--- src/rtl/mips_ctrl_pkg.sv ---
// Shared encodings for the multicycle MIPS-subset control path.
// Optional immediate-ALU instructions are enabled with `define IMM_ALU_EN.
package mips_ctrl_pkg;

   localparam logic [5:0] OP_RTYPE = 6'b000000;
   localparam logic [5:0] OP_LW    = 6'b100011;
   localparam logic [5:0] OP_SW    = 6'b101011;
   localparam logic [5:0] OP_BEQ   = 6'b000100;
   localparam logic [5:0] OP_J     = 6'b000010;
   localparam logic [5:0] OP_ADDI  = 6'b001000;
   localparam logic [5:0] OP_ANDI  = 6'b001100;
   localparam logic [5:0] OP_ORI   = 6'b001101;

   // alu_op values, also decoded by the ALU control unit
   localparam logic [2:0] ALU_ADD   = 3'b000;
   localparam logic [2:0] ALU_SUB   = 3'b001;
   localparam logic [2:0] ALU_AND   = 3'b010;
   localparam logic [2:0] ALU_OR    = 3'b011;
   localparam logic [2:0] ALU_FUNCT = 3'b100;

   localparam logic [1:0] SRCB_RT     = 2'b00;
   localparam logic [1:0] SRCB_FOUR   = 2'b01;
   localparam logic [1:0] SRCB_IMM    = 2'b10;
   localparam logic [1:0] SRCB_IMM_SH = 2'b11;

   localparam logic [1:0] PCS_ALU    = 2'b00;
   localparam logic [1:0] PCS_ALUOUT = 2'b01;
   localparam logic [1:0] PCS_JUMP   = 2'b10;

   typedef enum logic [3:0] {
      S_FETCH    = 4'd0,
      S_DECODE   = 4'd1,
      S_MEM_ADDR = 4'd2,
      S_MEM_RD   = 4'd3,
      S_MEM_WB   = 4'd4,
      S_MEM_WR   = 4'd5,
      S_R_EXEC   = 4'd6,
      S_R_WB     = 4'd7,
      S_BRANCH   = 4'd8,
      S_JUMP     = 4'd9,
`ifdef IMM_ALU_EN
      S_TRAP     = 4'd10,
      S_I_EXEC   = 4'd11,
      S_I_WB     = 4'd12
`else
      S_TRAP     = 4'd10
`endif
   } state_e;

   typedef struct packed {
      logic       pc_write;
      logic       pc_write_cond;
      logic       ir_write;
      logic       iord;
      logic       mem_read;
      logic       mem_write;
      logic       reg_write;
      logic       reg_dst;
      logic       mem_to_reg;
      logic       alu_src_a;
      logic [1:0] alu_src_b;
      logic [1:0] pc_source;
      logic [2:0] alu_op;
   } ctrl_t;

endpackage

--- src/rtl/multicycle_control_if.sv ---
// Control <-> datapath/memory signal bundle; master is the sequencer.
interface multicycle_control_if #(parameter int CNT_W = 32);
   logic [5:0]       opcode;
   logic             mem_ready;
   logic             zero;
   logic             pc_write;
   logic             pc_write_cond;
   logic             ir_write;
   logic             iord;
   logic             mem_read;
   logic             mem_write;
   logic             reg_write;
   logic             reg_dst;
   logic             mem_to_reg;
   logic             alu_src_a;
   logic [1:0]       alu_src_b;
   logic [1:0]       pc_source;
   logic [2:0]       alu_op;
   logic             illegal;
   logic [CNT_W-1:0] retired;

   modport master (
      input  opcode, mem_ready, zero,
      output pc_write, pc_write_cond, ir_write, iord, mem_read, mem_write,
             reg_write, reg_dst, mem_to_reg, alu_src_a, alu_src_b, pc_source,
             alu_op, illegal, retired
   );

   modport slave (
      output opcode, mem_ready, zero,
      input  pc_write, pc_write_cond, ir_write, iord, mem_read, mem_write,
             reg_write, reg_dst, mem_to_reg, alu_src_a, alu_src_b, pc_source,
             alu_op, illegal, retired
   );
endinterface

--- src/rtl/multicycle_control.sv ---
// Multicycle MIPS-subset sequencer: FSM, output decode and retire counter.
// `define IMM_ALU_EN adds addi/andi/ori via I_EXEC/I_WB.
module multicycle_control
   import mips_ctrl_pkg::*;
#(
   parameter int CNT_W = 32
) (
   input  logic clk,
   input  logic rst_n,
   multicycle_control_if.master ctl_if
);

   state_e           state_q, state_d;
   logic             illegal_q, illegal_d;
   logic [CNT_W-1:0] retired_q, retired_d;
   logic             retire;
   ctrl_t            ctrl_raw, ctrl;

   always_comb begin
      state_d = state_q;
      retire  = 1'b0;
      case (state_q)
         S_FETCH:    if (ctl_if.mem_ready) state_d = S_DECODE;
         S_DECODE: begin
            case (ctl_if.opcode)
               OP_RTYPE:     state_d = S_R_EXEC;
               OP_LW, OP_SW: state_d = S_MEM_ADDR;
               OP_BEQ:       state_d = S_BRANCH;
               OP_J:         state_d = S_JUMP;
`ifdef IMM_ALU_EN
               OP_ADDI, OP_ANDI, OP_ORI: state_d = S_I_EXEC;
`endif
               default:      state_d = S_TRAP;
            endcase
         end
         S_MEM_ADDR: state_d = (ctl_if.opcode == OP_LW) ? S_MEM_RD : S_MEM_WR;
         S_MEM_RD:   if (ctl_if.mem_ready) state_d = S_MEM_WB;
         S_MEM_WB:   begin state_d = S_FETCH; retire = 1'b1; end
         S_MEM_WR: begin
            if (ctl_if.mem_ready) begin
               state_d = S_FETCH;
               retire  = 1'b1;
            end
         end
         S_R_EXEC:   state_d = S_R_WB;
         S_R_WB:     begin state_d = S_FETCH; retire = 1'b1; end
         S_BRANCH:   begin state_d = S_FETCH; retire = 1'b1; end
         S_JUMP:     begin state_d = S_FETCH; retire = 1'b1; end
         S_TRAP:     state_d = S_TRAP;
`ifdef IMM_ALU_EN
         S_I_EXEC:   state_d = S_I_WB;
         S_I_WB:     begin state_d = S_FETCH; retire = 1'b1; end
`endif
         default:    state_d = S_FETCH;
      endcase
   end

   assign illegal_d = illegal_q | (state_d == S_TRAP);
   assign retired_d = retired_q + CNT_W'(retire);

   always_ff @(posedge clk or negedge rst_n) begin
      if (!rst_n) begin
         state_q   <= S_FETCH;
         illegal_q <= 1'b0;
         retired_q <= '0;
      end else begin
         state_q   <= state_d;
         illegal_q <= illegal_d;
         retired_q <= retired_d;
      end
   end

   always_comb begin
      ctrl_raw = '0;
      case (state_q)
         S_FETCH: begin
            ctrl_raw.mem_read  = 1'b1;
            ctrl_raw.alu_src_b = SRCB_FOUR;
            ctrl_raw.alu_op    = ALU_ADD;
            // IR and PC only load once the fetched word is actually on the bus
            ctrl_raw.ir_write  = ctl_if.mem_ready;
            ctrl_raw.pc_write  = ctl_if.mem_ready;
         end
         S_DECODE: begin
            ctrl_raw.alu_src_b = SRCB_IMM_SH;
            ctrl_raw.alu_op    = ALU_ADD;
         end
         S_MEM_ADDR: begin
            ctrl_raw.alu_src_a = 1'b1;
            ctrl_raw.alu_src_b = SRCB_IMM;
            ctrl_raw.alu_op    = ALU_ADD;
         end
         S_MEM_RD: begin
            ctrl_raw.mem_read = 1'b1;
            ctrl_raw.iord     = 1'b1;
         end
         S_MEM_WB: begin
            ctrl_raw.reg_write  = 1'b1;
            ctrl_raw.mem_to_reg = 1'b1;
         end
         S_MEM_WR: begin
            ctrl_raw.mem_write = 1'b1;
            ctrl_raw.iord      = 1'b1;
         end
         S_R_EXEC: begin
            ctrl_raw.alu_src_a = 1'b1;
            ctrl_raw.alu_src_b = SRCB_RT;
            ctrl_raw.alu_op    = ALU_FUNCT;
         end
         S_R_WB: begin
            ctrl_raw.reg_write = 1'b1;
            ctrl_raw.reg_dst   = 1'b1;
         end
         S_BRANCH: begin
            ctrl_raw.alu_src_a     = 1'b1;
            ctrl_raw.alu_src_b     = SRCB_RT;
            ctrl_raw.alu_op        = ALU_SUB;
            ctrl_raw.pc_source     = PCS_ALUOUT;
            ctrl_raw.pc_write_cond = 1'b1;
         end
         S_JUMP: begin
            ctrl_raw.pc_source = PCS_JUMP;
            ctrl_raw.pc_write  = 1'b1;
         end
`ifdef IMM_ALU_EN
         S_I_EXEC: begin
            ctrl_raw.alu_src_a = 1'b1;
            ctrl_raw.alu_src_b = SRCB_IMM;
            case (ctl_if.opcode)
               OP_ANDI: ctrl_raw.alu_op = ALU_AND;
               OP_ORI:  ctrl_raw.alu_op = ALU_OR;
               default: ctrl_raw.alu_op = ALU_ADD;
            endcase
         end
         S_I_WB: begin
            ctrl_raw.reg_write = 1'b1;
         end
`endif
         default: ctrl_raw = '0;
      endcase
   end

   // reset holds state at FETCH, whose strobes must not reach memory meanwhile
   assign ctrl = rst_n ? ctrl_raw : '0;

   assign ctl_if.pc_write      = ctrl.pc_write;
   assign ctl_if.pc_write_cond = ctrl.pc_write_cond;
   assign ctl_if.ir_write      = ctrl.ir_write;
   assign ctl_if.iord          = ctrl.iord;
   assign ctl_if.mem_read      = ctrl.mem_read;
   assign ctl_if.mem_write     = ctrl.mem_write;
   assign ctl_if.reg_write     = ctrl.reg_write;
   assign ctl_if.reg_dst       = ctrl.reg_dst;
   assign ctl_if.mem_to_reg    = ctrl.mem_to_reg;
   assign ctl_if.alu_src_a     = ctrl.alu_src_a;
   assign ctl_if.alu_src_b     = ctrl.alu_src_b;
   assign ctl_if.pc_source     = ctrl.pc_source;
   assign ctl_if.alu_op        = ctrl.alu_op;
   assign ctl_if.illegal       = illegal_q;
   assign ctl_if.retired       = retired_q;

endmodule
--- src/flat_wrapper.sv ---
// flat-port wrapper written by rule: the top's interface ports become plain ports
module multicycle_control_flat import mips_ctrl_pkg::*;
#(
   parameter int CNT_W = 32
)
  (clk, rst_n, ctl_if_opcode, ctl_if_mem_ready, ctl_if_zero, ctl_if_pc_write, ctl_if_pc_write_cond, ctl_if_ir_write, ctl_if_iord, ctl_if_mem_read, ctl_if_mem_write, ctl_if_reg_write, ctl_if_reg_dst, ctl_if_mem_to_reg, ctl_if_alu_src_a, ctl_if_alu_src_b, ctl_if_pc_source, ctl_if_alu_op, ctl_if_illegal, ctl_if_retired);
  multicycle_control_if #(.CNT_W(CNT_W)) ctl_if_i ();
  input  logic clk;
  input  logic rst_n;
  input wire logic [$bits(ctl_if_i.opcode)-1:0] ctl_if_opcode;
  input wire logic [$bits(ctl_if_i.mem_ready)-1:0] ctl_if_mem_ready;
  input wire logic [$bits(ctl_if_i.zero)-1:0] ctl_if_zero;
  output wire logic [$bits(ctl_if_i.pc_write)-1:0] ctl_if_pc_write;
  output wire logic [$bits(ctl_if_i.pc_write_cond)-1:0] ctl_if_pc_write_cond;
  output wire logic [$bits(ctl_if_i.ir_write)-1:0] ctl_if_ir_write;
  output wire logic [$bits(ctl_if_i.iord)-1:0] ctl_if_iord;
  output wire logic [$bits(ctl_if_i.mem_read)-1:0] ctl_if_mem_read;
  output wire logic [$bits(ctl_if_i.mem_write)-1:0] ctl_if_mem_write;
  output wire logic [$bits(ctl_if_i.reg_write)-1:0] ctl_if_reg_write;
  output wire logic [$bits(ctl_if_i.reg_dst)-1:0] ctl_if_reg_dst;
  output wire logic [$bits(ctl_if_i.mem_to_reg)-1:0] ctl_if_mem_to_reg;
  output wire logic [$bits(ctl_if_i.alu_src_a)-1:0] ctl_if_alu_src_a;
  output wire logic [$bits(ctl_if_i.alu_src_b)-1:0] ctl_if_alu_src_b;
  output wire logic [$bits(ctl_if_i.pc_source)-1:0] ctl_if_pc_source;
  output wire logic [$bits(ctl_if_i.alu_op)-1:0] ctl_if_alu_op;
  output wire logic [$bits(ctl_if_i.illegal)-1:0] ctl_if_illegal;
  output wire logic [$bits(ctl_if_i.retired)-1:0] ctl_if_retired;
  assign ctl_if_i.opcode = ctl_if_opcode;
  assign ctl_if_i.mem_ready = ctl_if_mem_ready;
  assign ctl_if_i.zero = ctl_if_zero;
  assign ctl_if_pc_write = ctl_if_i.pc_write;
  assign ctl_if_pc_write_cond = ctl_if_i.pc_write_cond;
  assign ctl_if_ir_write = ctl_if_i.ir_write;
  assign ctl_if_iord = ctl_if_i.iord;
  assign ctl_if_mem_read = ctl_if_i.mem_read;
  assign ctl_if_mem_write = ctl_if_i.mem_write;
  assign ctl_if_reg_write = ctl_if_i.reg_write;
  assign ctl_if_reg_dst = ctl_if_i.reg_dst;
  assign ctl_if_mem_to_reg = ctl_if_i.mem_to_reg;
  assign ctl_if_alu_src_a = ctl_if_i.alu_src_a;
  assign ctl_if_alu_src_b = ctl_if_i.alu_src_b;
  assign ctl_if_pc_source = ctl_if_i.pc_source;
  assign ctl_if_alu_op = ctl_if_i.alu_op;
  assign ctl_if_illegal = ctl_if_i.illegal;
  assign ctl_if_retired = ctl_if_i.retired;
  multicycle_control #(.CNT_W(CNT_W)) u_core (.clk(clk), .rst_n(rst_n), .ctl_if(ctl_if_i));
endmodule
--- config.mk ---
export PLATFORM = sky130hd
export DESIGN_NAME = multicycle_control_flat
export DESIGN_NICKNAME = d
export VERILOG_FILES = /design/src/rtl/mips_ctrl_pkg.sv /design/src/rtl/multicycle_control_if.sv /design/src/rtl/multicycle_control.sv /design/src/flat_wrapper.sv
export SDC_FILE = /design/constraint.sdc
export NUM_CORES = 1
export LEC_CHECK = 0
export ABC_AREA = 0
export BUFFER_PORTS_ARGS = -buffer_cell sky130_fd_sc_hd__buf_2
export CORE_MARGIN = 3
export CORE_UTILIZATION = 35
export CTS_CLUSTER_SIZE = 30
export DETAILED_ROUTE_END_ITERATION = 7
export PLACE_DENSITY = 0.67
export SKIP_CTS_REPAIR_TIMING = 1
export SYNTH_ARGS = -nofsm -noshare
export SYNTH_HDL_FRONTEND = slang
export SYNTH_SLANG_ARGS = --single-unit
--- constraint.sdc ---
create_clock -name clk -period 2.3 [get_ports clk]
set_input_delay 0.69 -clock clk [delete_from_list [all_inputs] [get_ports clk]]
set_output_delay 0.69 -clock clk [all_outputs]
set_load 0.005 [all_outputs]
==> results of run 1 <==
[path summary, 6_finish.rpt]
path                                                start                   endpoint  cells after the start
worst min-delay path            u_core.ctl_if.retired[31]  u_core.ctl_if.retired[31]                      1
worst max register to register          u_core.state_q[1]  u_core.ctl_if.retired[27]                      9
worst min register to register  u_core.ctl_if.retired[31]  u_core.ctl_if.retired[31]                      1
worst max-delay path                    u_core.state_q[3]            ctl_if_pc_write                      5
max in group asynchronous                           rst_n          u_core.state_q[1]                      2
min in group asynchronous                           rst_n  u_core.ctl_if.retired[11]                      2
[layout make-up]
type / count / share of cell area
timing repair buffer: 74 / 0.160
sequential: 37 / 0.346
multi-input combinational: 152 / 0.403
tap: 72 / 0.0336
clock buffer: 5 / 0.0257
inverter: 6 / 0.00840
clock inverter: 3 / 0.0243
[registers in the layout, indices dropped and copies added (netlist names)]
register	cells
u_core.ctl_if.retired	32
u_core.state_q	4
u_core.ctl_if.illegal	1
[layout by cell type, fill, tap and decap left out, drive strengths merged, types with 5 or more instances in the layout]
cell / Yosys / routed
a21oi: 6 / 6
nand3: 9 / 9
xnor2: 12 / 12
nand2: 14 / 14
nand4: 8 / 8
and4: 6 / 6
clkbuf: 4 / 5
nor3: 14 / 14
inv: 6 / 6
nor2: 15 / 15
buf: 6 / 74
xor2: 21 / 21
nor4: 10 / 10
nand2b: 5 / 5
dfrtp: 37 / 37
nor2b: 5 / 5
[report_power, final]
part           internal, mW  leakage [nW]  switching [mW]
clock                 0.431        0.0681           0.225
combinational         0.328         0.803           0.339
sequential            0.730         0.477          0.0962
total                  1.49          1.35           0.660
[cells by family after synthesis]
| group | after synthesis | synth area share |
|---|---|---|
| xor+xnor | 33 | 0.140 |
| fa+ha+maj | 2 | 0.0121 |
| simple gates | 96 | 0.294 |
| buf+inv | 16 | 0.0399 |
| compound gates | 20 | 0.0653 |
| other cells | 1 | 0.00181 |
| flops | 37 | 0.447 |
[per-stage QoR]
step	utilization	instance area, sq um
6_report	0.478	2680
3_5_place_dp	0.450	2530
2_1_floorplan	-	2080
4_1_cts	0.474	2660
3_3_place_gp	0.450	2530
5_1_grt	0.478	2680
[metal layers]
layer / track usage / wire [microns] / part of all wire
met3: 0.0397 / 273 / 0.061
met1: 0.180 / 2230 / 0.50
met5: 0 / 0 / 0
met2: 0.208 / 1950 / 0.44
met4: 0.0312 / 21 / 0.0047
[worst max-delay path, cell delays in order, from the launching register on]
cell and delay [ns]:
dfrtp_1 0.40, buf_6 0.15, nand2b_1 0.16, nor4_2 0.25, or2_1 0.14, buf_2 0.11
==> metrics, run 1 <==
CTS tree built; share of cells above drive strength 1 0.368; Primary FF master, synth dfrtp_1; DR DRC count 0; Hold Path Class reg2reg; area of the multi-input gates 1080 sq um; H-tree Lvls 2; DRT iter0 DRCs 80; first-pass GRT wire length 7690 microns; Routed Antenna Nets 0; Seq/Total Area, Yosys 0.447; Die H 82.9 microns; EDFF count, synth 0; Yosys reg bits 37; Worst-path clk slew 0.07 ns; Peak VDD IR 0.000330 V; Initial Utilization 0.369; Finished Layout Cells 349; GRT overflow 0; Slew Viols, Final 0; Post-synth top cells 37 x dfrtp_1, 21 x xor2_1, 15 x nor2_1; dpl cells 341; wire per inst 12.8 microns; largest net degree at the start of global routing 38; number of vias per cell 4.91; max cap viols 0; YS warnings 0; synthesized net count 217; Final Power 2.15 mW; drt first pass iters 4; GP Congestion 0.778; Avg Cell Area, Syn 10.1 sq um; row cnt 27; Ports 60; post-place setup slack -0.222 ns; Clock Latency Late Sink 0.28 ns; Synth cell types 42; vias post-DR 1,712; P_leak 1.35 nW; area leader, netlist dfrtp_1; register area 927 sq um; Synth area leaders dfrtp_1 45%, xor2_1 8.9%, xnor2_1 5.1%; fin worst setup slack 0.121 ns; Final setup viols 0; vias in the first global route 1,614; Pwr per Cell Area 801 nW/um^2; worst path arrival time 1.49 ns; die area 6880 sq um; Mapped Cells 205; flop2flop setup slack 0.19 ns; core area 5610 sq um; Setup Total Neg Slack 0 ns; IO Port Bufs 57; Ant. Diodes 0; TritonCTS Buffers 5; Post-synth ARST share 1.00; initial antenna violation count 0; top-count cell post-synth dfrtp_1; CP Capture Type output pin; total wire length 4480 microns; Synth top area share 0.447; startpoint types flip-flop; CTS Root Cell clkbuf_8; outcome complete, no violations; gr usage total 0.133; # fillers 564; Period minus WS final 2.18 ns; die width 82.9 microns; Achievable Freq 459 MHz; Cell Area, Synth 2070 sq um; Data required, critical path 1.61 ns; clock skew 0.00494 ns; DP Wirelength 3220 microns; period utilization 0.948; CP max FO 11; area grow syn2layout 29.5%; Sink Count 37; Net count, final 288; WS Path Type reg2out; hold slack 0.472 ns; Max Root-Sink Buffers 2; Hold Vio Cnt, Final 0
(Power assumes the default switching activity.)
==> inputs of run 2 (changes only) <==
--- a/config.mk
+++ b/config.mk
@@ -8,10 +8,10 @@
 export ABC_AREA = 0
 export BUFFER_PORTS_ARGS = -buffer_cell sky130_fd_sc_hd__buf_2
 export CORE_MARGIN = 3
-export CORE_UTILIZATION = 35
+export CORE_UTILIZATION = 47
 export CTS_CLUSTER_SIZE = 30
 export DETAILED_ROUTE_END_ITERATION = 7
-export PLACE_DENSITY = 0.67
+export PLACE_DENSITY = 0.83
 export SKIP_CTS_REPAIR_TIMING = 1
 export SYNTH_ARGS = -nofsm -noshare
 export SYNTH_HDL_FRONTEND = slang
==> run 2 against run 1 <==
  * Critical path depth is the same
  * Critical path type unchanged
  * Via count rose by 2.3%
  * Global-route usage is 4.6 points higher
  * Sequential cell count unchanged
==> metrics, run 2 (same netlist as run 1, synthesis figures left out) <==
most frequent cells in the layout 57 x buf_2, 37 x dfrtp_1, 21 x xor2_1, 15 x nor2_1, 14 x nand2_1 (was 57 x buf_2, 36 x dfrtp_1, 21 x xor2_1, 15 x buf_4); max cap viols 0 (unchanged); Hold Path Class reg2reg (unchanged); wire per inst 13.9 microns (was 12.8 microns); internal power 1.27 mW (was 1.49 mW); Initial Utilization 0.503 (was 0.369); startpoint types flip-flop (unchanged); CP Capture Type output pin (unchanged); first-pass GRT wire length 7540 microns (was 7690 microns); drt first pass iters 4 (unchanged); Routed Antenna Nets 0 (unchanged); die width 72.4 microns (was 82.9 microns); CP max FO 11 (unchanged); total wire length 4530 microns (was 4480 microns); commonest non-fill, non-tap cell in the layout buf_2 (unchanged); Period minus WS final 2.22 ns (was 2.18 ns); TritonCTS Buffers 5 (unchanged); Achievable Freq 451 MHz (was 459 MHz); initial antenna violation count 0 (unchanged); GRT overflow 0 (unchanged); Clock Latency Late Sink 0.29 ns (was 0.28 ns); Net Sw Power 0.666 mW (was 0.660 mW); CTS tree built (unchanged); H-tree Lvls 2 (unchanged); Die H 72.4 microns (was 82.9 microns); DRT iter0 DRCs 86 (was 80); number of vias per cell 5.39 (was 4.91); Ant. Diodes 0 (unchanged); Comb power frac 0.349 (was 0.310); core area 4120 sq um (was 5610 sq um); Setup Total Neg Slack 0 ns (unchanged); gr usage total 0.178 (was 0.133); outcome complete, no violations (unchanged); Net count, final 286 (was 288); Data required, critical path 1.61 ns (about the same); relative slew slack 0.612; Sink Count 37 (unchanged); Least-Margin Pin Slew 0.580 ns; Seq pwr share 0.426 (was 0.384); P_leak 1.35 nW (about the same); IO Port Bufs 57 (unchanged); period utilization 0.964 (was 0.948); Util after Layout 0.641 (was 0.478); row cnt 23 (was 27); vias post-DR 1,752 (was 1,712); Slew Viols, Final 0 (unchanged); Pwr per Cell Area 734 nW/um^2 (was 801 nW/um^2); share of cells above drive strength 1 0.364 (was 0.368); vias in the first global route 1,720 (was 1,614); CTS Root Cell clkbuf_8 (unchanged); die area 5240 sq um (was 6880 sq um); Final setup viols 0 (unchanged); Sw Ratio 0.344 (was 0.307); GP Congestion 0.804 (was 0.778); Ports 60 (unchanged); clock skew 0.00466 ns (was 0.00494 ns); Max Root-Sink Buffers 2 (unchanged); area grow syn2layout 27.3% (was 29.5%); power share of the clock group 0.225 (was 0.305); worst path arrival time 1.53 ns (was 1.49 ns); DR DRC count 0 (unchanged); Hold Vio Cnt, Final 0 (unchanged); Worst-path clk slew 0.07 ns (about the same); DP Wirelength 3200 microns (was 3220 microns); WS Path Type reg2out (unchanged); max reg flops 32 (unchanged); largest net degree at the start of global routing 38 (unchanged); Peak VDD IR 0.000480 V (was 0.000330 V)
## run 2: changes by cell type in the layout (fill, tap and decap cells not counted), moves of 2 or more
| cell | previous run | this run |
|---|---|---|
| buf_4 | 15 | 13 |
| nor4_2 | 10 | 7 |
| nor4_4 | 0 | 3 |
| bufinv_16 | 2 | 0 |
## run 2: worst max-delay path, stage by stage, from the launching register on
cell and delay, ns:
dfrtp_1 0.41, buf_4 0.18, nand2b_1 0.17, buf_4 0.16, nor3_1 0.18, buf_2 0.15
## run 2: power by group through the flow
| stage | Combinational [mW] | Sequential, mW | Clock, mW |
|---|---|---|---|
| final | 0.675 | 0.824 | 0.436 |
| after global routing | 0.765 | 0.841 | 0.478 |
| after global placement | 0.621 | 0.825 | 0 |
| after floorplan | 0.380 | 0.818 | 0 |
| after detailed placement | 0.633 | 0.824 | 0 |
| after CTS | 0.638 | 0.815 | 0.448 |
## run 2: final timing paths
path	start	to	slack [ns]	cells past startpoint
worst max register to register	u_core.state_q[1]	u_core.ctl_if.retired[28]	0.20	10
max in group asynchronous	rst_n	u_core.ctl_if.retired[26]	1.44	2
worst max-delay path	u_core.state_q[3]	ctl_if_mem_read	0.08	5
worst min-delay path	u_core.ctl_if.retired[31]	u_core.ctl_if.retired[31]	0.46	1
worst min register to register	u_core.ctl_if.retired[31]	u_core.ctl_if.retired[31]	0.46	1
min in group asynchronous	rst_n	u_core.ctl_if.retired[12]	0.54	2
## run 2: metal layers
metal	vias up	track usage	part of all wire
li1	856	-	-
met1	833	0.236	0.45
met2	57	0.290	0.48
met3	6	0.0443	0.057
met4	0	0.0512	0.011
met5	-	0	0
## run 2: layout make-up
cell class	count	area [sq um]
fill	333	1480
multi-input combinational	152	1130
clock inverter	2	10.0
clock buffer	6	72.6
timing repair buffer	72	414
sequential	37	926
inverter	6	22.5
tap	50	62.6
## run 2: per-stage QoR
step	hold WS [ns]	power [mW]	instance area [sq um]	cells	setup slack, ns
after floorplan	0.394	1.20	2080	205	0.0171
after global placement	0.450	1.45	2480	317	-0.182
after detailed placement	0.453	1.46	2480	317	-0.296
after CTS	0.467	1.90	2570	325	0.00110
after global routing	0.487	2.08	2640	325	-0.0182
final	0.460	1.94	2640	325	0.0820
==> inputs of run 3 (changes only) <==
--- a/config.mk
+++ b/config.mk
@@ -6,12 +6,12 @@
 export NUM_CORES = 1
 export LEC_CHECK = 0
 export ABC_AREA = 0
-export BUFFER_PORTS_ARGS = -buffer_cell sky130_fd_sc_hd__buf_2
 export CORE_MARGIN = 3
-export CORE_UTILIZATION = 47
+export CORE_UTILIZATION = 50
 export CTS_CLUSTER_SIZE = 30
 export DETAILED_ROUTE_END_ITERATION = 7
-export PLACE_DENSITY = 0.83
+export DONT_BUFFER_PORTS = 1
+export PLACE_DENSITY = 0.75
 export SKIP_CTS_REPAIR_TIMING = 1
 export SYNTH_ARGS = -nofsm -noshare
 export SYNTH_HDL_FRONTEND = slang
==> run 3 against run 2 <==
  * Setup slack improved by 0.034 ns
  * Sequential cell count did not move
  * Final cell count shrank 18%
  * Critical endpoint is now ctl_if_pc_write
  * Sequential share of layout area grew 5.0 points
  * Clock skew down 0.0018 ns
  * Final area decreased by 12%
  * Combinational power is 21% lower
  * Core utilization fell by 3.7 points
==> metrics, run 3 (same netlist as run 1, synthesis figures left out) <==
max reg flops 32 (unchanged); CP Capture Type output pin (unchanged); Slew Viols, Final 0 (unchanged); Worst R2R Start u_core.state_q[0] (was u_core.state_q[1]); row cnt 22 (was 23); worst path arrival time 1.49 ns (was 1.53 ns); Final setup viols 0 (unchanged); DR DRC count 0 (unchanged); Routed Antenna Nets 0 (unchanged); # fillers 339 (was 333); Max Root-Sink Buffers 2 (unchanged); outcome complete, no violations (unchanged); vias in the first global route 1,555 (was 1,720); Initial Utilization 0.541 (was 0.503); flop2flop setup slack 0.15 ns (was 0.20 ns); DRT iter0 DRCs 96 (was 86); Hold Vio Cnt, Final 0 (unchanged); Clock Latency Late Sink 0.28 ns (was 0.29 ns); register area 927 sq um (was 926 sq um); clock skew 0.00286 ns (was 0.00466 ns); reg-to-reg critical path endpoint u_core.ctl_if.retired[18] (was u_core.ctl_if.retired[28]); first-pass GRT wire length 7210 microns (was 7540 microns); wire per inst 16.3 microns (was 13.9 microns); Hold Path Class in2async (was reg2reg); most frequent cells in the layout 36 x dfrtp_1, 21 x xor2_1, 14 x nor2_1, 14 x nand2_1, 14 x buf_4 (was 57 x buf_2, 37 x dfrtp_1, 21 x xor2_1, 15 x nor2_1, 14 x nand2_1); Net count, final 230 (was 286); TritonCTS Buffers 5 (unchanged); area of the multi-input gates 1100 sq um (was 1130 sq um); commonest non-fill, non-tap cell in the layout dfrtp_1 (was buf_2); IO Port Bufs 0 (was 57); period utilization 0.950 (was 0.964); Sink Count 37 (unchanged); area grow syn2layout 11.5% (was 27.3%); Ant. Diodes 0 (unchanged); GRT overflow 0 (unchanged); P_leak 1.06 nW (was 1.35 nW); die width 70.4 microns (was 72.4 microns); Least-Margin Pin Slew 0.554 ns (was 0.580 ns); Achievable Freq 458 MHz (was 451 MHz); Data required, critical path 1.61 ns (about the same); initial antenna violation count 0 (unchanged); CTS Root Cell clkbuf_8 (unchanged); relative slew slack 0.630 (was 0.612); Ports 60 (unchanged); H-tree Lvls 2 (unchanged); core area 3830 sq um (was 4120 sq um); reg2reg path depth 10 (unchanged); Worst-path clk slew 0.07 ns (about the same); Setup Total Neg Slack 0 ns (unchanged); largest net degree at the start of global routing 42 (was 38); max cap viols 0 (unchanged); vias post-DR 1,574 (was 1,752); Period minus WS final 2.18 ns (was 2.22 ns); drt first pass iters 4 (unchanged); die area 4950 sq um (was 5240 sq um); area post-placement 2200 sq um (was 2480 sq um); Design Area, Final 2310 sq um (was 2640 sq um); CTS tree built (unchanged); DP Wirelength 2970 microns (was 3200 microns); Die H 70.4 microns (was 72.4 microns); startpoint types flip-flop (unchanged); gr usage total 0.180 (was 0.178); Peak VDD IR 0.000536 V (was 0.000480 V); number of vias per cell 5.94 (was 5.39); GP Congestion 0.768 (was 0.804); total wire length 4310 microns (was 4530 microns); WS Path Type reg2out (unchanged); Pwr per Cell Area 771 nW/um^2 (was 734 nW/um^2); CP max FO 7 (was 11); share of cells above drive strength 1 0.194 (was 0.364)
==> run 3: worst max-delay path, stage by stage, from the launching register on <==
cell,delay (ns)
dfrtp_1,0.41
buf_4,0.17
nand2b_1,0.21
nor4_2,0.27
or2_1,0.16
==> run 3: layout make-up <==
type                       instances  share of cell area
clock buffer                       5              0.0298
clock inverter                     1             0.00217
timing repair buffer              15              0.0542
multi-input combinational        153               0.477
sequential                        37               0.401
tap                               48              0.0260
inverter                           6             0.00975
==> run 3: per-layer routing <==
layer | up-vias | part of all wire | global-route usage
li1 | 747 | - | -
met1 | 768 | 0.44 | 0.217
met2 | 53 | 0.48 | 0.297
met3 | 6 | 0.072 | 0.0604
met4 | 0 | 0.013 | 0.0660
met5 | - | 0 | 0
==> run 3: metrics by stage <==
stage | util | power, mW | hold slack [ns] | std cells | setup WS, ns
after floorplan | - | 1.20 | 0.394 | 205 | 0.0171
after global placement | 0.574 | 1.36 | 0.395 | 258 | -0.105
after detailed placement | 0.574 | 1.37 | 0.395 | 258 | -0.174
after CTS | 0.593 | 1.79 | 0.0834 | 264 | 0.0413
after global routing | 0.604 | 1.92 | 0.0749 | 265 | -0.00613
final | 0.604 | 1.78 | 0.100 | 265 | 0.116
==> run 3: report_power, final <==
group          internal, mW  leakage (nW)  switching [mW]  total, mW
combinational         0.254         0.542           0.276      0.530
clock                 0.199        0.0399           0.209      0.408
sequential            0.730         0.477           0.114      0.844
total                  1.18          1.06           0.598       1.78
==> run 3: how the worst max path moves through the flow <==
stage	cells past startpoint	from	endpoint
final	4	u_core.state_q[2]	ctl_if_pc_write
after global routing	10	u_core.state_q[0]	u_core.ctl_if.retired[18]
after CTS	11	u_core.state_q[0]	u_core.ctl_if.retired[18]
after detailed placement	11	ctl_if_mem_ready	u_core.ctl_if.retired[18]
after global placement	11	ctl_if_mem_ready	u_core.ctl_if.retired[18]
after floorplan	13	u_core.state_q[1]	u_core.ctl_if.retired[28]
